`src/rtl/cpu_alu_flag_unit.sv`:
```
// Sequenced PIC10 ALU stage: captures operands, computes result and C/DC/Z flags,
// then presents one write-back cycle of STATUS load strobes.
module cpu_alu_flag_unit (
    input  logic       clk,
    input  logic       rst,
    input  logic       start,
    input  logic [3:0] alu_op,
    input  logic [7:0] w_in,
    input  logic [7:0] f_in,
    input  logic [2:0] bit_sel,
    input  logic       carry_in,
    input  logic       dest_is_status,
    output logic       busy,
    output logic       done,
    output logic [7:0] result,
    output logic [7:0] alu_to_status,
    output logic [2:0] status_bus,
    output logic       load_status_reg,
    output logic       status_c_load,
    output logic       status_dc_load,
    output logic       status_z_load
);

    localparam int unsigned STATUS_C  = 0;
    localparam int unsigned STATUS_DC = 1;
    localparam int unsigned STATUS_Z  = 2;

    typedef enum logic [1:0] {
        IDLE = 2'd0,
        EXEC = 2'd1,
        WB   = 2'd2
    } state_t;

    typedef enum logic [3:0] {
        OP_ADD   = 4'd0,
        OP_SUB   = 4'd1,
        OP_AND   = 4'd2,
        OP_IOR   = 4'd3,
        OP_XOR   = 4'd4,
        OP_COM   = 4'd5,
        OP_INC   = 4'd6,
        OP_DEC   = 4'd7,
        OP_MOVF  = 4'd8,
        OP_CLR   = 4'd9,
        OP_RLF   = 4'd10,
        OP_RRF   = 4'd11,
        OP_SWAP  = 4'd12,
        OP_BCF   = 4'd13,
        OP_BSF   = 4'd14,
        OP_PASSW = 4'd15
    } op_t;

    state_t     state_q, state_d;
    op_t        op_q;
    logic [7:0] a_q, w_q;
    logic [2:0] bit_q;
    logic       cin_q;
    logic       dst_q;
    logic [7:0] result_q, result_d;
    logic [2:0] flags_q, flags_d;
    logic [2:0] mask_q, mask_d;

    logic [8:0] sum9;
    logic [4:0] nib5;
    logic [7:0] bit_mask;

    always_ff @(posedge clk) begin
        if (rst) begin
            state_q  <= IDLE;
            op_q     <= OP_ADD;
            a_q      <= '0;
            w_q      <= '0;
            bit_q    <= '0;
            cin_q    <= 1'b0;
            dst_q    <= 1'b0;
            result_q <= '0;
            flags_q  <= '0;
            mask_q   <= '0;
        end else begin
            state_q <= state_d;
            if (state_q == IDLE && start) begin
                op_q  <= op_t'(alu_op);
                a_q   <= f_in;
                w_q   <= w_in;
                bit_q <= bit_sel;
                cin_q <= carry_in;
                dst_q <= dest_is_status;
            end
            if (state_q == EXEC) begin
                result_q <= result_d;
                flags_q  <= flags_d;
                mask_q   <= mask_d;
            end
        end
    end

    always_comb begin
        state_d = state_q;
        case (state_q)
            IDLE:    if (start) state_d = EXEC;
            EXEC:    state_d = WB;
            WB:      state_d = IDLE;
            default: state_d = IDLE;
        endcase
    end

    // Flags not written by the opcode stay 0 on the bus as well as on the strobes.
    always_comb begin
        sum9     = {1'b0, a_q} + {1'b0, w_q};
        nib5     = {1'b0, a_q[3:0]} + {1'b0, w_q[3:0]};
        bit_mask = 8'h01 << bit_q;
        result_d = '0;
        flags_d  = '0;
        mask_d   = '0;
        case (op_q)
            OP_ADD: begin
                result_d          = sum9[7:0];
                flags_d[STATUS_C]  = sum9[8];
                flags_d[STATUS_DC] = nib5[4];
                mask_d            = 3'b111;
            end
            OP_SUB: begin
                result_d          = a_q - w_q;
                flags_d[STATUS_C]  = (a_q >= w_q);
                flags_d[STATUS_DC] = (a_q[3:0] >= w_q[3:0]);
                mask_d            = 3'b111;
            end
            OP_AND:  begin result_d = a_q & w_q;   mask_d[STATUS_Z] = 1'b1; end
            OP_IOR:  begin result_d = a_q | w_q;   mask_d[STATUS_Z] = 1'b1; end
            OP_XOR:  begin result_d = a_q ^ w_q;   mask_d[STATUS_Z] = 1'b1; end
            OP_COM:  begin result_d = ~a_q;        mask_d[STATUS_Z] = 1'b1; end
            OP_INC:  begin result_d = a_q + 8'd1;  mask_d[STATUS_Z] = 1'b1; end
            OP_DEC:  begin result_d = a_q - 8'd1;  mask_d[STATUS_Z] = 1'b1; end
            OP_MOVF: begin result_d = a_q;         mask_d[STATUS_Z] = 1'b1; end
            OP_CLR:  begin result_d = 8'h00;       mask_d[STATUS_Z] = 1'b1; end
            OP_RLF: begin
                result_d         = {a_q[6:0], cin_q};
                flags_d[STATUS_C] = a_q[7];
                mask_d[STATUS_C]  = 1'b1;
            end
            OP_RRF: begin
                result_d         = {cin_q, a_q[7:1]};
                flags_d[STATUS_C] = a_q[0];
                mask_d[STATUS_C]  = 1'b1;
            end
            OP_SWAP:  result_d = {a_q[3:0], a_q[7:4]};
            OP_BCF:   result_d = a_q & ~bit_mask;
            OP_BSF:   result_d = a_q | bit_mask;
            OP_PASSW: result_d = w_q;
            default:  result_d = '0;
        endcase
        flags_d[STATUS_Z] = mask_d[STATUS_Z] & (result_d == 8'h00);
    end

    always_comb begin
        busy            = (state_q != IDLE);
        done            = (state_q == WB);
        result          = result_q;
        alu_to_status   = result_q;
        status_bus      = flags_q;
        load_status_reg = (state_q == WB) & dst_q;
        status_c_load   = (state_q == WB) & mask_q[STATUS_C];
        status_dc_load  = (state_q == WB) & mask_q[STATUS_DC];
        status_z_load   = (state_q == WB) & mask_q[STATUS_Z];
    end

endmodule

```
`config.mk`:
```
export PLATFORM = sky130hd
export DESIGN_NAME = cpu_alu_flag_unit
export DESIGN_NICKNAME = d
export VERILOG_FILES = /design/src/rtl/cpu_alu_flag_unit.sv
export SDC_FILE = /design/constraint.sdc
export NUM_CORES = 1
export LEC_CHECK = 0
export BUFFER_PORTS_ARGS = -buffer_cell sky130_fd_sc_hd__buf_4
export CAP_MARGIN = 25
export CORE_ASPECT_RATIO = 1.4
export CORE_UTILIZATION = 45
export DETAILED_ROUTE_END_ITERATION = 8
export GPL_TIMING_DRIVEN = 1
export HOLD_SLACK_MARGIN = 0.08
export MAX_ROUTING_LAYER = met4
export PLACE_DENSITY = 0.67
export SETUP_SLACK_MARGIN = 0.3
export SLEW_MARGIN = 10
export SYNTH_ARGS = -nofsm -noshare
export SYNTH_HDL_FRONTEND = slang
export SYNTH_SLANG_ARGS = --single-unit
```
`constraint.sdc`:
```
create_clock -name clk -period 2.8 [get_ports clk]
set_input_delay 0.56 -clock clk [delete_from_list [all_inputs] [get_ports clk]]
set_output_delay 0.56 -clock clk [all_outputs]
set_load 0.01 [all_outputs]
```
# After elaboration in Yosys (flattened, before gate mapping)
# Index checks and enable logic that the tools add are counted.
# Widths: inputs -> output; s select.
# word_totals
elab_cells	64
input_bits	28
output_inout_bits	25
regBits	41
# op_classes
n_eq_ne	18
magnitude_cmp	2
mux	8
bitwise_logic	12
add_sub_neg	5
reduce_logical	8
shift	1
# op_table
op	n
$pmux 8 s16	1
$eq 4x4->1 const B	8
$and 8x8->8	2
$eq 4x3->1 const B	4
$not 8->8	2
$or 8x8->8	2
$reduce_or 10->1	1
$add 8x8->9	1
$add 8x1->8 const B	1
$eq 4x2->1 const B	2
$ge 8x8->1	1
$logic_not 8->1	1
$shl 1x3->8 const A	1
$sub 8x1->8 const B	1
$sub 8x8->8	1
$xor 8x8->8	1
$add 4x4->5	1
$and 1x1->1	5
$eq 4x1->1 const B	1
$ge 4x4->1	1
$logic_not 4->1	1
$pmux 1 s4	1
$pmux 2 s2	1
$reduce_or 4->1	1
other kinds (10)	12

# Longest topological paths before layout
# depth
word_depth	6
mapped_depth	12
depth_no_buf	11

# Worst setup path before layout
# OpenSTA, ideal clock, no wires.
# synth_path
kind	register to register
start	register op_q[2]
end	register result_q[6] (netlist: alu_to_status[6])
required_ps	2735
setup_ps	65
n_path_buf	2
stages_incl_launch_ff	13
arrival_time_ps	2492
slack_ps	243
cell_sequence	dfxtp_1 > buf_4 > and4b_1 > clkbuf_1 > xnor2_1 > ha_1 > nor3_1 > and2_1 > a211o_1 > a21oi_1 > nor3_1 > o41a_1 > nor2_1
# synth_between
elab_chain_cells	2
# synth_lines
element	line_no	source
start: declaration	54	op_t op_q;
start signal: assignment	82	op_q <= op_t'(alu_op);
$eq 4x4->1 (tied with other cells)	115	case (op_q)
$pmux 8 s16 *	115	
end signal: assignment	90	result_q <= result_d;
end: declaration	59	logic [7:0] result_q, result_d;
# Mark *: on every way between the ends. The rest lies on a longest branch, timed or not.
# A chain may end at the register's enable or synchronous reset.

# Worst setup path in the final report
# layout_path
start	register op_q[3]
end	register flags_q[2] (netlist: status_bus[2])
# layout_between
elab_chain_cells	4
# layout_lines
element	line_no	source
$eq 4x4->1 (tied with other cells)	115	
$pmux 8 s16 or $reduce_or 10->1 (tied branches)	n/a	
$logic_not 8->1 or $mux 1 (tied branches)	152, 115	
$and 1x1->1 *	152	flags_d[STATUS_Z] = mask_d[STATUS_Z] & (result_d == 8'h00);
end signal: assignment	91	flags_q <= flags_d;
end: declaration	60	logic [2:0] flags_q, flags_d;
# Marked as above.

==> run metrics <==
xor-xnor portion of the synthesized cell area=~3.2%; Die ar.=8920 um2; flops & latches, synth=41; gr usage total=between 20 and 30%; RSZ-0062 raised after global routing=true; CORE AREA=8250 um2; most used routing layer=met2; CP bufs+invs=2; met1 Use GR=34.8%; crit end category=flop; ANT nets after route=0; Final Max Slew Viols=0; hold_sp=mask_q[0]; FFs w/ async S/R, synth=0%; Synth Area in Compound Gates=about 27%; fin crit share=87.7%; FF-to-FF path depth=9; Hold Slack=0.454 ns; mapped cell area=3840 um2; final hold vios=0; detailed-placement wirelength estimate=9.25 mm; most used cell, CP=buf_6; FF-to-FF End=status_bus[2]; crit path max fanout=23; Final nets=605; Finish-stage setup viols=0; global-route wire length before repair=19.6 mm; post-route cell area=4650 um2; Ant. Diodes=0; Slowest-stage cell, CP=a221oi_1; synth unique cells=82; worst hold path type=reg2reg; Reg2Reg Launch Point=op_q[3]; largest net degree at the start of global routing=42; routed len/inst=about 19 um; 1st-iter DRT viols=323; Hold Path Sink=mask_q[0]; gpl congestion=1.03; Post-Route Utilization=between 50% and 60%; Final TNS setup=0 ns; EDFF count, synth=0; share of cells above drive strength 1=around a quarter; DR vias=4005; grt met3 use=4.10%; critical-path cell list=buf_6, buf_6, nand4b_1, a21oi_1, a211o_1, a221oi_1, a22o_1, nand4_1, o41ai_2; Hold Buf Count CTS=0; DIE HEIGHT=~110 um; Syn Inst Count=520; vias per std cell=6.06; syn avg cell area=7.39 um2; initial antenna violation count=0; P_leak=~1.8 nW; Reg clk slew, reported paths=0.06 ns; Max Clock Skew=0.00310 ns; WP data arrival=2.65 ns; Die Wd=around 80 um; Port Buffers=52; Area growth, synth to finish=20.9%; met2 GRT Util=47.2%; family with the most delay on the worst path=compound AO/OA/AOI/OAI gates; Worst path max stage delay=between 0.4 and 0.5 ns; Top FF cell, synth=dfxtp_1; vias in the first global route=3774; total CTS buffers=5; largest family of logic cells by synthesized area=simple AND/OR/NAND/NOR gates; status=completed; Reg2Reg Setup Slack=0.34 ns; fmax=0.407 GHz; placed inst area=approximately 4300 um2; CTS tree=built; # clock sinks=41; share of the yosys chip area belonging to registers=around a fifth; CTS max path bufs=2; initial cell density of the core=46.6%; adder-cell share of the synthesized area=6.57%; max-cap violations=0; Clock Latency Late Sink=0.29 ns; crit path launch type=flop; Initial DRT Pass Iterations=5; layout filler cell count=786; critical path class=reg2reg; Synth Warn #=0; Residual DRC=0; worst ir drop on vdd=0.289 mV; Syn Nets=567; Slew Limit Headroom=43.9%; Final min period=approximately 2.5 ns; post-synthesis simple-gate area fraction=between 30% and 40%; Slew @ Worst Pin=between 0.8 and 0.9 ns; Ports=53; H-tree depth=2; CTS root buffer=clkbuf_16; Rows=39; Worst EP required=roughly 3 ns; final WL=12.2 mm; Remaining Overflow, GRT=0; hold path depth=2; post-synthesis mux area share=2.12%; PD cells=433 nW/um2
-- cells in the final DEF, fill, tap and decap left out, types with 9 or more instances in the layout --
master and instances:
nand2_1 86, inv_1 22, a21oi_1 51, nor2_1 25, nand3_1 11, ha_1 13, nand2b_1 9, nor3_1 15
nor2b_1 10, o21ai_0 15, dfxtp_1 33, buf_4 78
-- flip-flops by register name (all words and copies together) (netlist names) --
register / cells
w_q: 8
bit_q: 3
cin_q: 1
dst_q: 1
mask_q: 3
op_q: 4
alu_to_status: 8
state_q: 2
status_bus: 3
a_q: 8
-- worst register-to-register path: stages, from the launching register on --
cell and delay (ns):
dfxtp_2 0.32, buf_6 0.18, buf_6 0.19, nand4b_1 0.23, a21oi_1 0.08, a211o_1 0.29
a221oi_1 0.41, a22o_1 0.30, nand4_1 0.14, o41ai_2 0.21
-- metal layers --
metal / vias to the layer above / part of all wire, %
li1: 1932 / -
met1: 1821 / 39
met2: 194 / 49
met3: 58 / 6.7
met4: 0 / 5.8
met5: - / 0
-- cell usage after synthesis (10+ instances only) --
cell type / number / area [um2]
nand3_1: 11 / 55.1
o21ai_0: 17 / 85.1
inv_1: 22 / 82.6
a21oi_1: 56 / 280
nor2_1: 25 / 93.8
nor3_1: 17 / 85.1
dfxtp_1: 41 / 821
nand2_1: 86 / 323
nor2b_1: 10 / 62.6
buf_2: 10 / 50.1
clkbuf_1: 22 / 82.6
ha_1: 17 / 213
buf_4: 13 / 97.6
-- how the worst max path moves through the flow --
stage / from / end / cells after the start
after floorplan: op_q[2] / alu_to_status[6] / 12
after global placement: a_q[0] / status_bus[2] / 11
after detailed placement: a_q[0] / status_bus[2] / 9
after CTS: a_q[0] / status_bus[2] / 11
after global routing: a_q[0] / status_bus[2] / 11
final: op_q[3] / status_bus[2] / 9
-- what timing repair did --
item | CTS | global route
setup endpoints to repair | 3 | 8
resized for setup | 9 | 34
buffers inserted | 2 | 2
pin swaps | 1 | 12
-- where the power goes --
group	switching, W	internal [W]	leakage, nW
Clock	0.000256	0.000422	0.0842
Combinational	0.000391	0.000283	1.42
Sequential	0.0000391	0.000620	0.339
-- cells by family (layout without fill, tap and decap cells) --
group | Yosys count | after routing
multiplexers | 8 | 8
buffers and inverters | 74 | 113
AND/OR/NAND/NOR | 216 | 216
flip-flops | 41 | 41
XOR/XNOR | 12 | 12
adder cells (fa/ha/maj) | 19 | 19
AO/OA/AOI/OAI | 150 | 150
-- through the flow --
| stage | power (W) | worst slack (ns) | instances |
|---|---|---|---|
| global placement | 0.00129 | 0.184 | 649 |
| global route | 0.00211 | 0.249 | 661 |
| floorplan | 0.00111 | 0.330 | 520 |
| detailed placement | 0.00129 | 0.112 | 649 |
| finish | 0.00201 | 0.344 | 661 |
| CTS | 0.00198 | 0.271 | 659 |
-- cell type report --
class,count,area (um2),share of cell area (%)
Sequential cell,41,833,17.9
Clock inverter,3,43.8,0.942
Inverter,22,82.6,1.78
Timing Repair Buffer,83,658,14.2
Clock buffer,5,125,2.69
Multi-Input combinational cell,405,2780,59.8
Tap cell,102,128,2.75
Note: power is estimated with default switching activity, not from simulation.
